$ cat src/rtl/ddu_pkg.sv
`default_nettype none
// ============================================================================
// Module      : ddu_pkg
// Description : Shared state encoding, button indices and default timing for
//               the debug run-control sequencer.
// Revision    : 1.0 - initial release
// ============================================================================
package ddu_pkg;

    typedef enum logic [1:0] {
        S_HALT  = 2'd0,
        S_RUN   = 2'd1,
        S_STEP  = 2'd2,
        S_BREAK = 2'd3
    } run_state_t;

    localparam int c_db_cycles_def    = 10;
    localparam int c_repeat_delay_def = 250;
    localparam int c_repeat_rate_def  = 50;
    localparam int c_addr_w_def       = 8;

    // Index of each board button in the conditioned-input vectors
    localparam int c_btn_cont = 0;
    localparam int c_btn_step = 1;
    localparam int c_btn_inc  = 2;
    localparam int c_btn_dec  = 3;

endpackage
`default_nettype wire

$ cat src/rtl/ddu_debounce.sv
`default_nettype none
// ============================================================================
// Module      : ddu_debounce
// Description : Two-flop synchronizer, stable-count level filter and
//               rising-edge press pulse for one raw board button.
// Revision    : 1.0 - initial release
// ============================================================================
module ddu_debounce #(
    parameter int DB_CYCLES = 10
) (
    input  logic clk_500,
    input  logic rst,
    input  logic raw,
    output logic level,
    output logic press
);

    localparam int c_cnt_w = (DB_CYCLES > 1) ? $clog2(DB_CYCLES + 1) : 1;

    logic               r_sync1;
    logic               r_sync2;
    logic               r_level;
    logic [c_cnt_w-1:0] r_cnt;
    logic               w_differ;
    logic               w_flip;

    assign w_differ = r_sync2 ^ r_level;
    assign w_flip   = w_differ && (r_cnt == c_cnt_w'(DB_CYCLES - 1));

    always_ff @(posedge clk_500) begin
        if (rst) begin
            r_sync1 <= 1'b0;
            r_sync2 <= 1'b0;
            r_level <= 1'b0;
            r_cnt   <= '0;
        end else begin
            r_sync1 <= raw;
            r_sync2 <= r_sync1;
            if (!w_differ || w_flip) begin
                r_cnt <= '0;
            end else begin
                r_cnt <= r_cnt + c_cnt_w'(1);
            end
            if (w_flip) begin
                r_level <= ~r_level;
            end
        end
    end

    // Look-ahead level: consumers act on the same edge the filter commits
    assign level = r_level ^ w_flip;
    assign press = w_flip & ~r_level;

endmodule
`default_nettype wire

$ cat src/rtl/ddu_run_ctrl.sv
`default_nettype none
// ============================================================================
// Module      : ddu_run_ctrl
// Description : Debug run-control sequencer: CPU clock enable (run / step /
//               breakpoint halt), debug read address with auto-repeat, LEDs.
// Revision    : 1.0 - initial release
// ============================================================================
module ddu_run_ctrl
    import ddu_pkg::*;
#(
    parameter int DB_CYCLES    = c_db_cycles_def,
    parameter int REPEAT_DELAY = c_repeat_delay_def,
    parameter int REPEAT_RATE  = c_repeat_rate_def,
    parameter int ADDR_W       = c_addr_w_def
) (
    input  logic              clk_500,
    input  logic              rst,
    input  logic              cont,
    input  logic              step,
    input  logic              inc,
    input  logic              dec,
    input  logic              bp_en,
    input  logic [31:0]       bp_addr,
    input  logic [31:0]       pc_addr,
    output logic              cpu_ce,
    output logic              halted,
    output logic              bp_hit,
    output logic [ADDR_W-1:0] ddu_raddr,
    output logic [15:0]       led
);

    localparam int c_rep_w = $clog2(REPEAT_DELAY + 1);

    logic [3:0]  w_raw;
    logic [3:0]  w_level;
    logic [3:0]  w_press;
    logic [1:0]  w_rep;
    logic        w_addr_up;
    logic        w_addr_dn;
    logic        w_bp_take;
    logic        w_unused;
    run_state_t  r_state;
    logic        r_skip;

    assign w_raw = {dec, inc, step, cont};

    for (genvar gi = 0; gi < 4; gi++) begin : g_db
        ddu_debounce #(
            .DB_CYCLES (DB_CYCLES)
        ) u_db (
            .clk_500 (clk_500),
            .rst     (rst),
            .raw     (w_raw[gi]),
            .level   (w_level[gi]),
            .press   (w_press[gi])
        );
    end

    // Counter reloads so that pulses recur every REPEAT_RATE cycles after the first
    for (genvar gi = 0; gi < 2; gi++) begin : g_rep
        logic [c_rep_w-1:0] r_rep_cnt;

        always_ff @(posedge clk_500) begin
            if (rst || !w_level[c_btn_inc + gi]) begin
                r_rep_cnt <= '0;
            end else if (w_rep[gi]) begin
                r_rep_cnt <= c_rep_w'(REPEAT_DELAY - REPEAT_RATE + 1);
            end else begin
                r_rep_cnt <= r_rep_cnt + c_rep_w'(1);
            end
        end

        assign w_rep[gi] = w_level[c_btn_inc + gi] && (r_rep_cnt == c_rep_w'(REPEAT_DELAY));
    end

    assign w_addr_up = w_press[c_btn_inc] | w_rep[0];
    assign w_addr_dn = w_press[c_btn_dec] | w_rep[1];

    always_ff @(posedge clk_500) begin
        if (rst) begin
            ddu_raddr <= '0;
        end else if (w_addr_up && !w_addr_dn) begin
            ddu_raddr <= ddu_raddr + ADDR_W'(1);
        end else if (w_addr_dn && !w_addr_up) begin
            ddu_raddr <= ddu_raddr - ADDR_W'(1);
        end
    end

    assign w_bp_take = bp_en && (pc_addr == bp_addr) && !r_skip;

    always_ff @(posedge clk_500) begin
        if (rst) begin
            r_state <= S_HALT;
            r_skip  <= 1'b0;
            bp_hit  <= 1'b0;
        end else begin
            if (w_press[c_btn_step]) begin
                bp_hit <= 1'b0;
            end
            unique case (r_state)
                S_HALT: begin
                    if (w_level[c_btn_cont]) begin
                        r_state <= S_RUN;
                        r_skip  <= 1'b1;
                    end else if (w_press[c_btn_step]) begin
                        r_state <= S_STEP;
                    end
                end
                S_RUN: begin
                    r_skip <= 1'b0;
                    if (!w_level[c_btn_cont]) begin
                        r_state <= S_HALT;
                    end else if (w_bp_take) begin
                        r_state <= S_BREAK;
                        bp_hit  <= 1'b1;
                    end
                end
                S_STEP: begin
                    r_state <= S_HALT;
                end
                S_BREAK: begin
                    if (!w_level[c_btn_cont]) begin
                        r_state <= S_HALT;
                    end else if (w_press[c_btn_step]) begin
                        r_state <= S_STEP;
                    end
                end
                default: r_state <= S_HALT;
            endcase
        end
    end

    // Enable drops with rst and on a live breakpoint match, never clocking bp_addr
    assign cpu_ce = !rst && ((r_state == S_STEP) || ((r_state == S_RUN) && !w_bp_take));
    assign halted = (r_state != S_RUN);

    assign led[15:8] = pc_addr[7:0];
    if (ADDR_W >= 8) begin : g_led_wide
        assign led[7:0] = ddu_raddr[7:0];
    end else begin : g_led_narrow
        assign led[7:0] = {{(8 - ADDR_W){1'b0}}, ddu_raddr};
    end

    assign w_unused = &{1'b0, w_level[c_btn_step], w_press[c_btn_cont]};

endmodule
`default_nettype wire

$ cat config.mk
export PLATFORM = sky130hd
export DESIGN_NAME = ddu_run_ctrl
export DESIGN_NICKNAME = d
export VERILOG_FILES = /design/src/rtl/ddu_pkg.sv /design/src/rtl/ddu_debounce.sv /design/src/rtl/ddu_run_ctrl.sv
export SDC_FILE = /design/constraint.sdc
export NUM_CORES = 1
export LEC_CHECK = 0
export ABC_CLOCK_PERIOD_IN_PS = 3000
export BUFFER_PORTS_ARGS = -buffer_cell sky130_fd_sc_hd__buf_4
export CORE_ASPECT_RATIO = 1.5
export CORE_UTILIZATION = 40
export DETAILED_ROUTE_END_ITERATION = 6
export PLACE_DENSITY = 0.68
export REMOVE_ABC_BUFFERS = 1
export SYNTH_ARGS = -nofsm -noshare
export SYNTH_HDL_FRONTEND = slang
export SYNTH_SLANG_ARGS = --single-unit
$ cat constraint.sdc
create_clock -name clk_500 -period 3 [get_ports clk_500]
set_input_delay 0.45 -clock clk_500 [delete_from_list [all_inputs] [get_ports clk_500]]
set_output_delay 0.45 -clock clk_500 [all_outputs]
set_load 0.02 [all_outputs]
# Word level (Yosys, flattened, before mapping)

Index checks and enable logic that the tools add are counted.

Register bits: 56
Bits of input ports: 71
Output and inout bits: 27
Logic and storage cells: 117

Add/sub/neg operators: 8
Equality and inequality tests: 13
Muxes and demuxes: 16
Bitwise logic cells: 16
Reductions and logical operators: 40

Operators by type and width:

| operator                                             | count |
|---|---|
| equality test 32 bit                                 | 1 |
| 2-to-1 mux 8 bit                                     | 4 |
| adder 8 x 1 -> 8 bit (second input constant)         | 3 |
| adder 4 x 1 -> 4 bit (second input constant)         | 4 |
| equality test 4 bit (second input constant)          | 4 |
| equality test 8 bit (second input constant)          | 2 |
| logical AND 1 bit                                    | 12 |
| OR reduction 2 bit                                   | 6 |
| zero test 1 bit                                      | 11 |
| 2-to-1 mux 2 bit                                     | 5 |
| one-hot mux 2 bit (4 select lines)                   | 1 |
| subtractor 8 x 1 -> 8 bit (second input constant)    | 1 |
| logical OR 1 bit                                     | 7 |
| bitwise XOR 1 bit                                    | 7 |
| 2-to-1 mux 1 bit                                     | 5 |
| equality test 2 bit (second input constant)          | 2 |
| != test 2 x 1 -> 1 bit (second input constant)       | 2 |
| inverter 1 bit                                       | 4 |
| nonzero test 2 bit                                   | 2 |
| bitwise AND 1 bit                                    | 3 |
| != test 3 bit (second input constant)                | 1 |
| equality test 2 x 1 -> 1 bit (second input constant) | 1 |
| zero test 2 bit                                      | 1 |
| OR 1 bit                                             | 2 |
| 2 further kinds                                      | 2 |

# Logic depth before layout (Yosys ltp)

Gate-level depths: netlist of run 1.

Depth in word-level cells: 9
Depth in mapped cells: 13
Gate-level depth less buffers: 13

# By module

From an unflattened synthesis of run 1, not the netlist that was laid out.

Cell total of the unflattened synthesis: 325
Area total of the unflattened synthesis: 3044.2 sq um

By module, submodules not included:

| module       | times used | cells an instance | area each (sq um) | sequential area each (sq um) |
|---|---|---|---|---|
| ddu_run_ctrl | 1          | 221               | 1893.1            | 560.5 |
| ddu_debounce | 4          | 26                | 287.8             | 140.1 |

# Worst setup path after synthesis of run 1

No wires, ideal clock.

Kind: flip-flop to flip-flop
From: reg g_rep[1].r_rep_cnt[3]
To: reg ddu_raddr[7]
Library setup time: 0.123 ns
Arrival time: 2.854 ns
Data required time: 2.877 ns
Slack: 0.023 ns
Cell stages (with the launch flop): 13
Buffers on the path: 0
Period minus slack after synthesis: 2.977 ns
Cells stage by stage: dfxtp_1 -> and3_1 -> nand2_1 -> or3_1 -> a21o_1 -> ha_1 -> inv_1 -> ha_1 -> a21o_1 -> a221oi_2 -> a21oi_1 -> mux2i_1 -> mux2_1

Longest elaborated chain between the ends: 6
Elaborated cells on any way between the ends: 8
Classes of those cells: eq/ne (1); mux (1); bitwise (1); reduce/logical (5)

RTL lines:

| what                                                          | RTL line           | text |
|---|---|---|
| start: declaration                                            | ddu_run_ctrl.sv:61 | `logic [c_rep_w-1:0] r_rep_cnt;` |
| start signal: assignment                                      | ddu_run_ctrl.sv:67 | `r_rep_cnt <= c_rep_w'(REPEAT_DELAY - REPEAT_RATE + 1);` |
| start signal: assignment                                      | ddu_run_ctrl.sv:69 | `r_rep_cnt <= r_rep_cnt + c_rep_w'(1);` |
| equality test 8 bit *                                         | ddu_run_ctrl.sv:73 | `assign w_rep[gi] = w_level[c_btn_inc + gi] && (r_rep_cnt == c_rep_w'(REPEAT_DELAY));` |
| logical AND 1 bit *                                           | ddu_run_ctrl.sv:73 |  |
| OR 1 bit *                                                    | ddu_run_ctrl.sv:77 | `assign w_addr_dn = w_press[c_btn_dec] \| w_rep[1];` |
| zero test 1 bit                                               | ddu_run_ctrl.sv:82 | `end else if (w_addr_up && !w_addr_dn) begin` |
| logical AND 1 bit                                             | ddu_run_ctrl.sv:82 |  |
| 2-to-1 mux 8 bit / nonzero test 2 bit (equally long branches) | -                  |  |
| end signal: assignment                                        | ddu_run_ctrl.sv:83 | `ddu_raddr <= ddu_raddr + ADDR_W'(1);` |
| end signal: assignment                                        | ddu_run_ctrl.sv:85 | `ddu_raddr <= ddu_raddr - ADDR_W'(1);` |
| end: declaration                                              | ddu_run_ctrl.sv:28 | `output logic [ADDR_W-1:0] ddu_raddr,` |

Every way passes the cells marked *; elsewhere a longest branch is shown, timed or not.
A chain may end at the register's enable or synchronous reset.

# Worst setup path in the final report of run 1

From: reg g_rep[1].r_rep_cnt[5]
To: reg ddu_raddr[7]

Same word-level chain as after synthesis.

==> flow_summary.json, run 1 <==
{
  "status": "completed",
  "endpoint": "ddu_raddr[7]",
  "num_rows": 38,
  "postSynthAreaPerCell_um2": 9.18,
  "die_w_um": 72.2,
  "dp_hpwl_mm": 4.69,
  "cts.sink_count": 56,
  "ys_warn_count": 0,
  "hold_path_class": "input port to flop",
  "crit_start": "g_rep[1].r_rep_cnt[5]",
  "die_y_um": 107,
  "required_ps": 3200,
  "postPlaceCellArea_um2": 3790,
  "worst_pin_slew_ps": 340,
  "fin_nets": 515,
  "ys_seq_elements": 56,
  "r2r_start": "g_rep[1].r_rep_cnt[5]",
  "syn_area_um2": 2960,
  "numCtsBuffers": 5,
  "r2r-end": "ddu_raddr[7]",
  "slew_viol_final": 0,
  "n_antenna_cell": 0,
  "r2r_slack_ps": 120,
  "post-route-period-util_pct": 95.8,
  "hold_violations": 0,
  "setup_viol": 0,
  "slew_headroom_pct": 77.4,
  "p_per_area_nw_per_um2": 324,
  "dieArea_um2": 7740,
  "ys_async_sr_fraction_pct": 0,
  "wirelength_mm": 6.12,
  "cts_tree": "done",
  "core_um2": 7180,
  "ys_seq_area_share_pct": 37.9,
  "firstDrtPassIters": 4,
  "htreeDepth": 2,
  "vias_per_cell": 4.76,
  "reg2regPathDepth": 12,
  "grt_pass1_vias": 2471,
  "cts_max_path_buffers": 2,
  "clk_latency_ps": 310,
  "gp_congestion": 0.793,
  "mostFrequentLayoutCell": "buf_4",
  "crit_chain": "and3_4, nand2_2, or3_4, a21o_1, ha_2, clkinv_4, ha_4, a21o_1, a221oi_2, a21oi_2, mux2i_1, mux2_1",
  "grt_use_total_pct": 16.1,
  "root_buffer": "clkbuf_8",
  "yosys_most_used_dff": "dfxtp_1",
  "io_buffers": 97,
  "grt_first_pass_wirelength_mm": 9.93,
  "worstPathArrival_ps": 3080,
  "ant_nets": 0,
  "routedWlPerCell_um": 11.7,
  "cp-end-kind": "flop",
  "finalCriticalPeriod_ps": 2880,
  "final_cell_mix": "115 x buf_4, 50 x nor2_1, 46 x dfxtp_1, 39 x xnor2_1, 20 x xor2_1",
  "crit_type": "flop to flop",
  "antenna_found_initial": 0,
  "design_area_um2": 4060,
  "synthCells": 322,
  "grt_max_degree": 35,
  "ios": 98,
  "worstHoldPathCells": 2,
  "synth_edf_count": 0,
  "rsz0062_at_grt": "yes",
  "drt_iter0_drc": 88,
  "fill_cells": 659,
  "cpMaxStageDelayCell": "or3_4",
  "clk_pin_slew_ps": 100,
  "drive_gt1_share_pct": 37.9,
  "vdd_drop_max_mv": 0.291,
  "post-route-util_pct": 56.5,
  "via_count": 2497,
  "area_growth_pct": 37.3,
  "fin_skew_ps": 9.44,
  "leakagePower_nw": 1.75,
  "yosys.cell_types.count": 37,
  "cp_slowest_stage_delay_ps": 370,
  "cp_common_cell": "a21o_1",
  "fmax_ghz": 0.348,
  "cp_max_fo": 6,
  "drcViolationCount": 0,
  "maxCapViolations": 0,
  "start_util_pct": 41.2,
  "startpoint_type": "flop",
  "grt_overflow": 0
}
[final cells by class]
type	count	area (um2)	share of cell area, %
multi-input combinational	235	1800	44.4
sequential	56	1130	27.9
timing repair buffer	115	863	21.3
tap	100	125	3.08
clock buffer	6	72.6	1.79
inverter	11	46.3	1.14
clock inverter	2	16.3	0.401
[sequential cells by signal, indices dropped and copies added (netlist names)]
name,cells
g_db.u_db.r_sync1,4
g_rep.r_rep_cnt,16
g_db.u_db.r_cnt,16
g_db.u_db.r_level,4
ddu_raddr,8
r_skip,1
r_state,2
g_db.u_db.r_sync2,4
bp_hit,1
[cells in the mapped netlist (all sizes together) (2+ instances only)]
library cell / number / share of area, %
dfxtp: 56 / 38
nor2: 50 / 6.4
xnor2: 39 / 12
xor2: 20 / 5.9
ha: 19 / 8.0
buf: 17 / 4.2
nand2: 14 / 1.8
a21oi: 11 / 1.9
inv: 11 / 1.4
nand3: 11 / 1.9
mux2i: 9 / 3.0
nor2b: 9 / 1.9
nand3b: 6 / 1.9
nand4: 6 / 1.3
or3: 6 / 1.3
a21o: 5 / 1.3
o21ai: 5 / 0.85
nor3: 4 / 0.85
and3: 3 / 0.64
clkbuf: 3 / 0.38
nor4: 3 / 0.64
a211oi: 2 / 0.51
mux2: 2 / 0.89
or2: 2 / 0.42
[report_power, final]
part	switching [W]	leakage (nW)	internal (W)	total [W]
logic	0.0000558	1.25	0.0000986	0.000154
clock network	0.000241	0.0414	0.000167	0.000408
registers	0.00000409	0.458	0.000749	0.000753
total	0.000301	1.75	0.00101	0.00132
[stage by stage]
| step | TNS (ps) | hold WS [ps] | power [W] | setup WS, ps | instances |
|---|---|---|---|---|---|
| 3_5_place_dp | -18.8 | 425 | 0.000926 | -18.8 | 515 |
| 5_1_grt | -52.6 | 351 | 0.00137 | -52.2 | 525 |
| 4_1_cts | 0 | 334 | 0.00134 | 27.2 | 523 |
| 2_1_floorplan | 0 | 414 | 0.000819 | 22.8 | 302 |
| 3_3_place_gp | 0 | 423 | 0.000924 | 25.8 | 515 |
| 6_report | 0 | 343 | 0.00132 | 125 | 525 |
[per-layer routing]
metal,part of all wire (%),track usage (%)
met1,37,15.1
met2,53,32.0
met3,9.1,4.31
met4,1.5,5.88
met5,0,0
[worst min-delay path by stage]
stage	from	endpoint
2_1_floorplan	g_db[0].u_db.r_sync1	g_db[0].u_db.r_sync2
3_3_place_gp	g_db[0].u_db.r_sync1	g_db[0].u_db.r_sync2
3_5_place_dp	g_db[1].u_db.r_sync1	g_db[1].u_db.r_sync2
4_1_cts	cont	g_db[0].u_db.r_sync1
5_1_grt	step	g_db[1].u_db.r_sync1
6_report	cont	g_db[0].u_db.r_sync1
[worst max-delay path, delay by kind of cell, from the launching register on]
family	cells	cell delay, ps
and+or+nand+nor	3	620
buffers and inverters	1	100
AOI/OAI and AO/OA	4	790
DFF	1	340
muxes	2	500
adders and majority gates	2	410
[kinds of logic (layout without fill, tap and decap cells)]
logic type / Yosys count / after routing / synth area share (%)
simple gates: 118 / 118 / 20.2
flops: 56 / 56 / 37.9
xor+xnor: 59 / 59 / 17.5
fa+ha+maj: 20 / 20 / 8.72
compound gates: 27 / 27 / 5.80
buf+inv: 31 / 134 / 5.97
mux: 11 / 11 / 3.94
[what timing repair did]
| item | CTS | global route |
|---|---|---|
| hold buffers | 0 | 0 |
| pin swaps | 0 | 9 |
| resized for setup | 2 | 34 |
| setup endpoints to repair | 2 | 2 |
| buffers inserted | 0 | 2 |
Power figures use the tool's default switching activity.
==> inputs of run 2 (changes only) <==
--- a/config.mk
+++ b/config.mk
@@ -6,11 +6,10 @@
 export NUM_CORES = 1
 export LEC_CHECK = 0
 export ABC_CLOCK_PERIOD_IN_PS = 3000
-export BUFFER_PORTS_ARGS = -buffer_cell sky130_fd_sc_hd__buf_4
 export CORE_ASPECT_RATIO = 1.5
 export CORE_UTILIZATION = 40
 export DETAILED_ROUTE_END_ITERATION = 6
-export PLACE_DENSITY = 0.68
+export DONT_BUFFER_PORTS = 1
 export REMOVE_ABC_BUFFERS = 1
 export SYNTH_ARGS = -nofsm -noshare
 export SYNTH_HDL_FRONTEND = slang
==> run 2 against run 1 <==
Flip-flop and latch count did not move. First-iteration DRC count is 48% lower. Routed wire length down 16%. Sequential share of layout area rose by 6.0 points. Combinational power is 65% lower. Largest power group unchanged. Worst hold slack got worse by 140 ps. Critical endpoint unchanged. Count of clock-buffer cells in the layout did not move. Total power down 8.1%. Worst setup slack got worse by 50 ps. Critical path type unchanged. Cell area fell by 18%. Global-route usage decreased by 2.5 points. Sequential power barely moved. Highest routed layer unchanged.
==> flow_summary.json, run 2 (synthesis gave the netlist of run 1 again) <==
{
  "status": "completed",
  "io_buffers": 0,
  "fmax_ghz": 0.342,
  "switching_share_pct": 21.3,
  "final_cell_mix": "53 x dfxtp_1, 49 x nor2_1, 39 x xnor2_1, 22 x buf_4, 20 x xor2_1",
  "grt_pass1_vias": 2051,
  "whs_ps": 199,
  "p_sw_w": 0.000257,
  "fin_tns_setup_ps": 0,
  "final_cells": 433,
  "hold_violations": 0,
  "ios": 98,
  "drcViolationCount": 0,
  "vdd_drop_max_mv": 0.232,
  "cts_max_path_buffers": 2,
  "grt_overflow": 0,
  "ant_nets": 0,
  "hold_path_class": "input port to flop",
  "multi_input_area_um2": 1770,
  "wl_met2_mm": 2.75,
  "finalWorstSetupSlack_ps": 74.3,
  "clk_pin_slew_ps": 90,
  "dieArea_um2": 7740,
  "cts_tree": "done",
  "fin_total_pwr_w": 0.00121,
  "clk_latency_ps": 310,
  "leakagePower_nw": 1.30,
  "p_int_w": 0.000952,
  "cp_max_fo": 6,
  "die_w_um": 72.2,
  "place_ws_ps": -78.9,
  "met3_length_um": 396,
  "core_um2": 7180,
  "firstDrtPassIters": 4,
  "grt_use_total_pct": 13.6,
  "dp_hpwl_mm": 4.02,
  "finalCriticalPeriod_ps": 2930,
  "die_y_um": 107,
  "clkPwrFrac_pct": 33.2,
  "htreeDepth": 2,
  "fill_cells": 713,
  "routedWlPerCell_um": 11.9,
  "wirelength_mm": 5.16,
  "root_buffer": "clkbuf_8",
  "fin_nets": 422,
  "gp_congestion": 0.857,
  "wl_met1_mm": 1.90,
  "fin_skew_ps": 9.57,
  "cp-end-kind": "flop",
  "worstPathArrival_ps": 3120,
  "setup_viol": 0,
  "start_util_pct": 41.2,
  "slew_viol_final": 0,
  "reg2regPathDepth": 12,
  "regArea_um2": 1120,
  "via_count": 2102,
  "drt_iter0_drc": 46,
  "numCtsBuffers": 5,
  "reg.largest.list": "g_db.u_db.r_cnt: 16 flops, g_rep.r_rep_cnt: 16 flops, ddu_raddr: 8 flops",
  "holdBufCountCts": 0,
  "area_growth_pct": 12.3,
  "p_seq_share_pct": 62.3,
  "worstHoldPathCells": 1,
  "mostFrequentLayoutCell": "dfxtp_1",
  "r2r_slack_ps": 70,
  "vias_per_cell": 4.85,
  "p_per_area_nw_per_um2": 364,
  "required_ps": 3200,
  "slew_headroom_pct": 60.3,
  "cts.sink_count": 56,
  "dp.cells": 422,
  "worst_pin_slew_ps": 595,
  "maxCapViolations": 0,
  "num_rows": 38,
  "grt_first_pass_wirelength_mm": 8.20,
  "share_comb_of_total_power_pct": 4.5,
  "startpoint_type": "flop",
  "antenna_found_initial": 1,
  "grt_max_degree": 35,
  "dr.max_layer_used": "met4",
  "post-route-period-util_pct": 97.5,
  "crit_type": "flop to flop",
  "drive_gt1_share_pct": 16.6
}
run 2: worst paths after layout:
path,from,to
hold / removal,rst,ddu_raddr[5]
hold reg to reg,g_db[0].u_db.r_sync1,g_db[0].u_db.r_sync2
setup reg to reg,g_rep[1].r_rep_cnt[5],ddu_raddr[7]
setup / recovery,g_rep[1].r_rep_cnt[5],ddu_raddr[7]
run 2: area by class of cell:
class | instances | share of cell area [%]
multi-input combinational | 235 | 53.3
sequential | 56 | 33.9
timing repair buffer | 22 | 4.98
tap | 100 | 3.77
clock buffer | 6 | 2.19
inverter | 11 | 1.40
clock inverter | 2 | 0.415
antenna | 1 | 0.0754
run 2: worst max-delay path, cell delays in order, from the launching register on:
cell and delay [ps]:
dfxtp_1 350, and3_1 180, nand2_1 90, or3_4 380, a21o_1 190, ha_2 200, clkinv_4 100, ha_4 200
a21o_1 210, a221oi_4 290, a21oi_2 90, mux2i_1 190, mux2_1 350
run 2: what timing repair did:
| item | in CTS | in global routing |
|---|---|---|
| resized for setup | 1 | 21 |
| pin swaps | 1 | 4 |
| endpoints found under the setup margin | 2 | 2 |
| setup buffers | 1 | 1 |
run 2: layer usage:
| layer | vias to the layer above | GRT usage [%] |
|---|---|---|
| li1 | 1069 | - |
| met1 | 931 | 11.8 |
| met2 | 92 | 27.6 |
| met3 | 10 | 3.75 |
| met4 | 0 | 6.30 |
| met5 | - | 0 |
run 2: per-stage QoR:
stage                     area [um2]  util (%)
after floorplan                 2820         -
after global placement          3100      43.1
after detailed placement        3100      43.1
after CTS                       3190      44.4
after global routing            3320      46.2
final                           3320      46.2
run 2: power by group through the flow:
stage	registers, W	logic [W]	clock network (W)
4_1_cts	0.000753	0.0000549	0.000424
2_1_floorplan	0.000770	0.0000488	0
5_1_grt	0.000755	0.0000614	0.000460
3_5_place_dp	0.000771	0.0000546	0
3_3_place_gp	0.000770	0.0000536	0
6_report	0.000753	0.0000542	0.000401
==> inputs of run 3 (changes only) <==
--- a/config.mk
+++ b/config.mk
@@ -6,7 +6,7 @@
 export NUM_CORES = 1
 export LEC_CHECK = 0
 export ABC_CLOCK_PERIOD_IN_PS = 3000
-export CORE_ASPECT_RATIO = 1.5
+export CORE_ASPECT_RATIO = 1.25
 export CORE_UTILIZATION = 40
 export DETAILED_ROUTE_END_ITERATION = 6
 export DONT_BUFFER_PORTS = 1
==> run 3 against run 2 <==
Critical path type unchanged. Count of clock-buffer cells in the layout did not move. Utilization is 0.43 points higher. Total power is 6.6% higher. Flip-flop and latch count stayed put. Worst hold slack gained 5.5 ps. Fmax grew 0.95%.
==> flow_summary.json, run 3 (synthesis gave the netlist of run 1 again) <==
{
  "crit_start": "g_rep[0].r_rep_cnt[5]",
  "fin_nets": 418,
  "wirelength_mm": 5.01,
  "hold_violations": 0,
  "grt_max_degree": 35,
  "top_usage_layer": "met2",
  "r2r_slack_ps": 100,
  "finalCriticalPeriod_ps": 2900,
  "die_w_um": 78.9,
  "r2r-end": "ddu_raddr[7]",
  "status": "completed",
  "holdBufCountCts": 0,
  "whs_ps": 204,
  "crit_type": "flop to flop",
  "cts.sink_count": 56,
  "grt_pass1_vias": 2069,
  "start_util_pct": 41.8,
  "clk_pin_slew_ps": 90,
  "endpoint": "ddu_raddr[7]",
  "crit_chain": "and3_4, nand2_1, or3_4, a21oi_2, ha_2, inv_4, buf_4, buf_4, ha_4, o21a_1, nor2_1, a21oi_1, mux2i_1, mux2_1",
  "switching_share_pct": 19.9,
  "numCtsBuffers": 5,
  "slew_viol_final": 0,
  "htreeDepth": 2,
  "setup_viol": 0,
  "fill_cells": 694,
  "routedWlPerCell_um": 12.0,
  "reg2regPathDepth": 14,
  "num_rows": 34,
  "clk_latency_ps": 310,
  "r2r_start": "g_rep[0].r_rep_cnt[5]",
  "worstPathArrival_ps": 3090,
  "cp_slowest_stage_delay_ps": 370,
  "post-route-util_pct": 46.7,
  "fmax_ghz": 0.345,
  "cp_max_fo": 6,
  "root_buffer": "clkbuf_8",
  "final_cell_mix": "50 x nor2_1, 48 x dfxtp_1, 39 x xnor2_1, 20 x xor2_1, 18 x buf_4",
  "grt.met3_usage_pct": 3.55,
  "grt_use_total_pct": 13.5,
  "gp_congestion": 0.778,
  "n_antenna_cell": 0,
  "cts_max_path_buffers": 2,
  "min_from": "rst",
  "p_seq_share_pct": 58.4,
  "grt_first_pass_wirelength_mm": 8.50,
  "p_int_w": 0.00103,
  "via_count": 2066,
  "core_um2": 7060,
  "vdd_drop_max_mv": 0.243,
  "cpMaxStageDelayCell": "or3_4",
  "ant_nets": 0,
  "ios": 98,
  "hold_path_class": "input port to flop",
  "leakagePower_nw": 1.28,
  "slew_headroom_pct": 61.4,
  "drcViolationCount": 0,
  "rsz0062_at_grt": "yes",
  "dp_hpwl_mm": 3.81,
  "p_per_area_nw_per_um2": 391,
  "mostFrequentLayoutCell": "nor2_1",
  "clkPwrFrac_pct": 37.4,
  "drive_gt1_share_pct": 16.5,
  "grtUsageMet1_pct": 14.7,
  "drt_iter0_drc": 41,
  "cp-end-kind": "flop",
  "p_sw_w": 0.000256,
  "startpoint_type": "flop",
  "grt_overflow": 0,
  "use_met2_pct": 24.6,
  "required_ps": 3200,
  "maxCapViolations": 0,
  "antenna_found_initial": 0,
  "reg.largest.list": "g_db.u_db.r_cnt: 16 flops, g_rep.r_rep_cnt: 16 flops, ddu_raddr: 8 flops",
  "cts_tree": "done",
  "cp_common_cell": "buf_4",
  "worst_pin_slew_ps": 578,
  "dieArea_um2": 7740,
  "vias_per_cell": 4.94,
  "area_growth_pct": 11.5,
  "die_y_um": 98.1,
  "io_buffers": 0,
  "fin_skew_ps": 11.2,
  "post-route-period-util_pct": 96.6,
  "firstDrtPassIters": 4,
  "share_comb_of_total_power_pct": 4.2
}
run 3: cell types whose count changed in the layout (fill, tap and decap cells not counted), moves of 2 or more:
cell | before | now
buf_4 | 22 | 18
a21oi_1 | 8 | 10
dfxtp_2 | 3 | 8
dfxtp_1 | 53 | 48
a21oi_2 | 3 | 1
run 3: area by class of cell:
cell class	instances	area (um2)	share of cell area, %
clock buffer	6	72.6	2.20
sequential	56	1130	34.3
clock inverter	2	35.0	1.06
timing repair buffer	18	135	4.10
tap	90	113	3.42
inverter	11	43.8	1.33
multi-input combinational	235	1760	53.6
run 3: per-layer routing:
metal  part of all wire, %  wire (um)  vias to the layer above
met5                     0          0                        -
met4                   1.6         80                        0
met3                   6.1        307                       10
met2                    50       2490                       58
met1                    43       2130                      931
li1                      -          -                     1067
run 3: through the flow:
step	power [W]	cells	area [um2]	worst slack (ps)	setup TNS (ps)
2_1_floorplan	0.000819	302	2820	22.8	0
3_3_place_gp	0.000823	406	3040	18.5	0
3_5_place_dp	0.000825	406	3040	-85.6	-85.6
4_1_cts	0.00131	415	3150	2.59	0
5_1_grt	0.00134	418	3290	-25.5	-25.5
6_report	0.00129	418	3290	102	0
run 3: worst min path at each step:
stage | cells past startpoint | slack (ps) | endpoint
after detailed placement | 1 | 420 | g_db[1].u_db.r_sync2
after floorplan | 1 | 410 | g_db[0].u_db.r_sync2
after global routing | 1 | 180 | ddu_raddr[1]
after global placement | 1 | 420 | g_db[0].u_db.r_sync2
after CTS | 1 | 190 | ddu_raddr[1]
final | 1 | 200 | g_db[2].u_db.r_sync1
run 3: power groups by stage:
stage	Sequential [W]	Combinational [W]	Clock [W]
after floorplan	0.000770	0.0000488	0
after global placement	0.000770	0.0000524	0
after detailed placement	0.000771	0.0000547	0
after CTS	0.000753	0.0000552	0.000500
after global routing	0.000754	0.0000613	0.000527
final	0.000753	0.0000540	0.000482
run 3: repair_timing:
action                     4_1_cts  5_1_grt
gates resized for setup          1       23
pin swaps                        1        5
setup endpoints to repair        1        3
gates cloned                     0        0
setup buffers                    1        3
run 3: critical path, delay by kind of cell, from the launching register on:
| kind | cells | cell delay [ps] |
|---|---|---|
| compound gates | 3 | 390 |
| fa+ha+maj | 2 | 480 |
| buf+inv | 3 | 350 |
| flops | 1 | 340 |
| mux | 2 | 560 |
| simple gates | 4 | 660 |
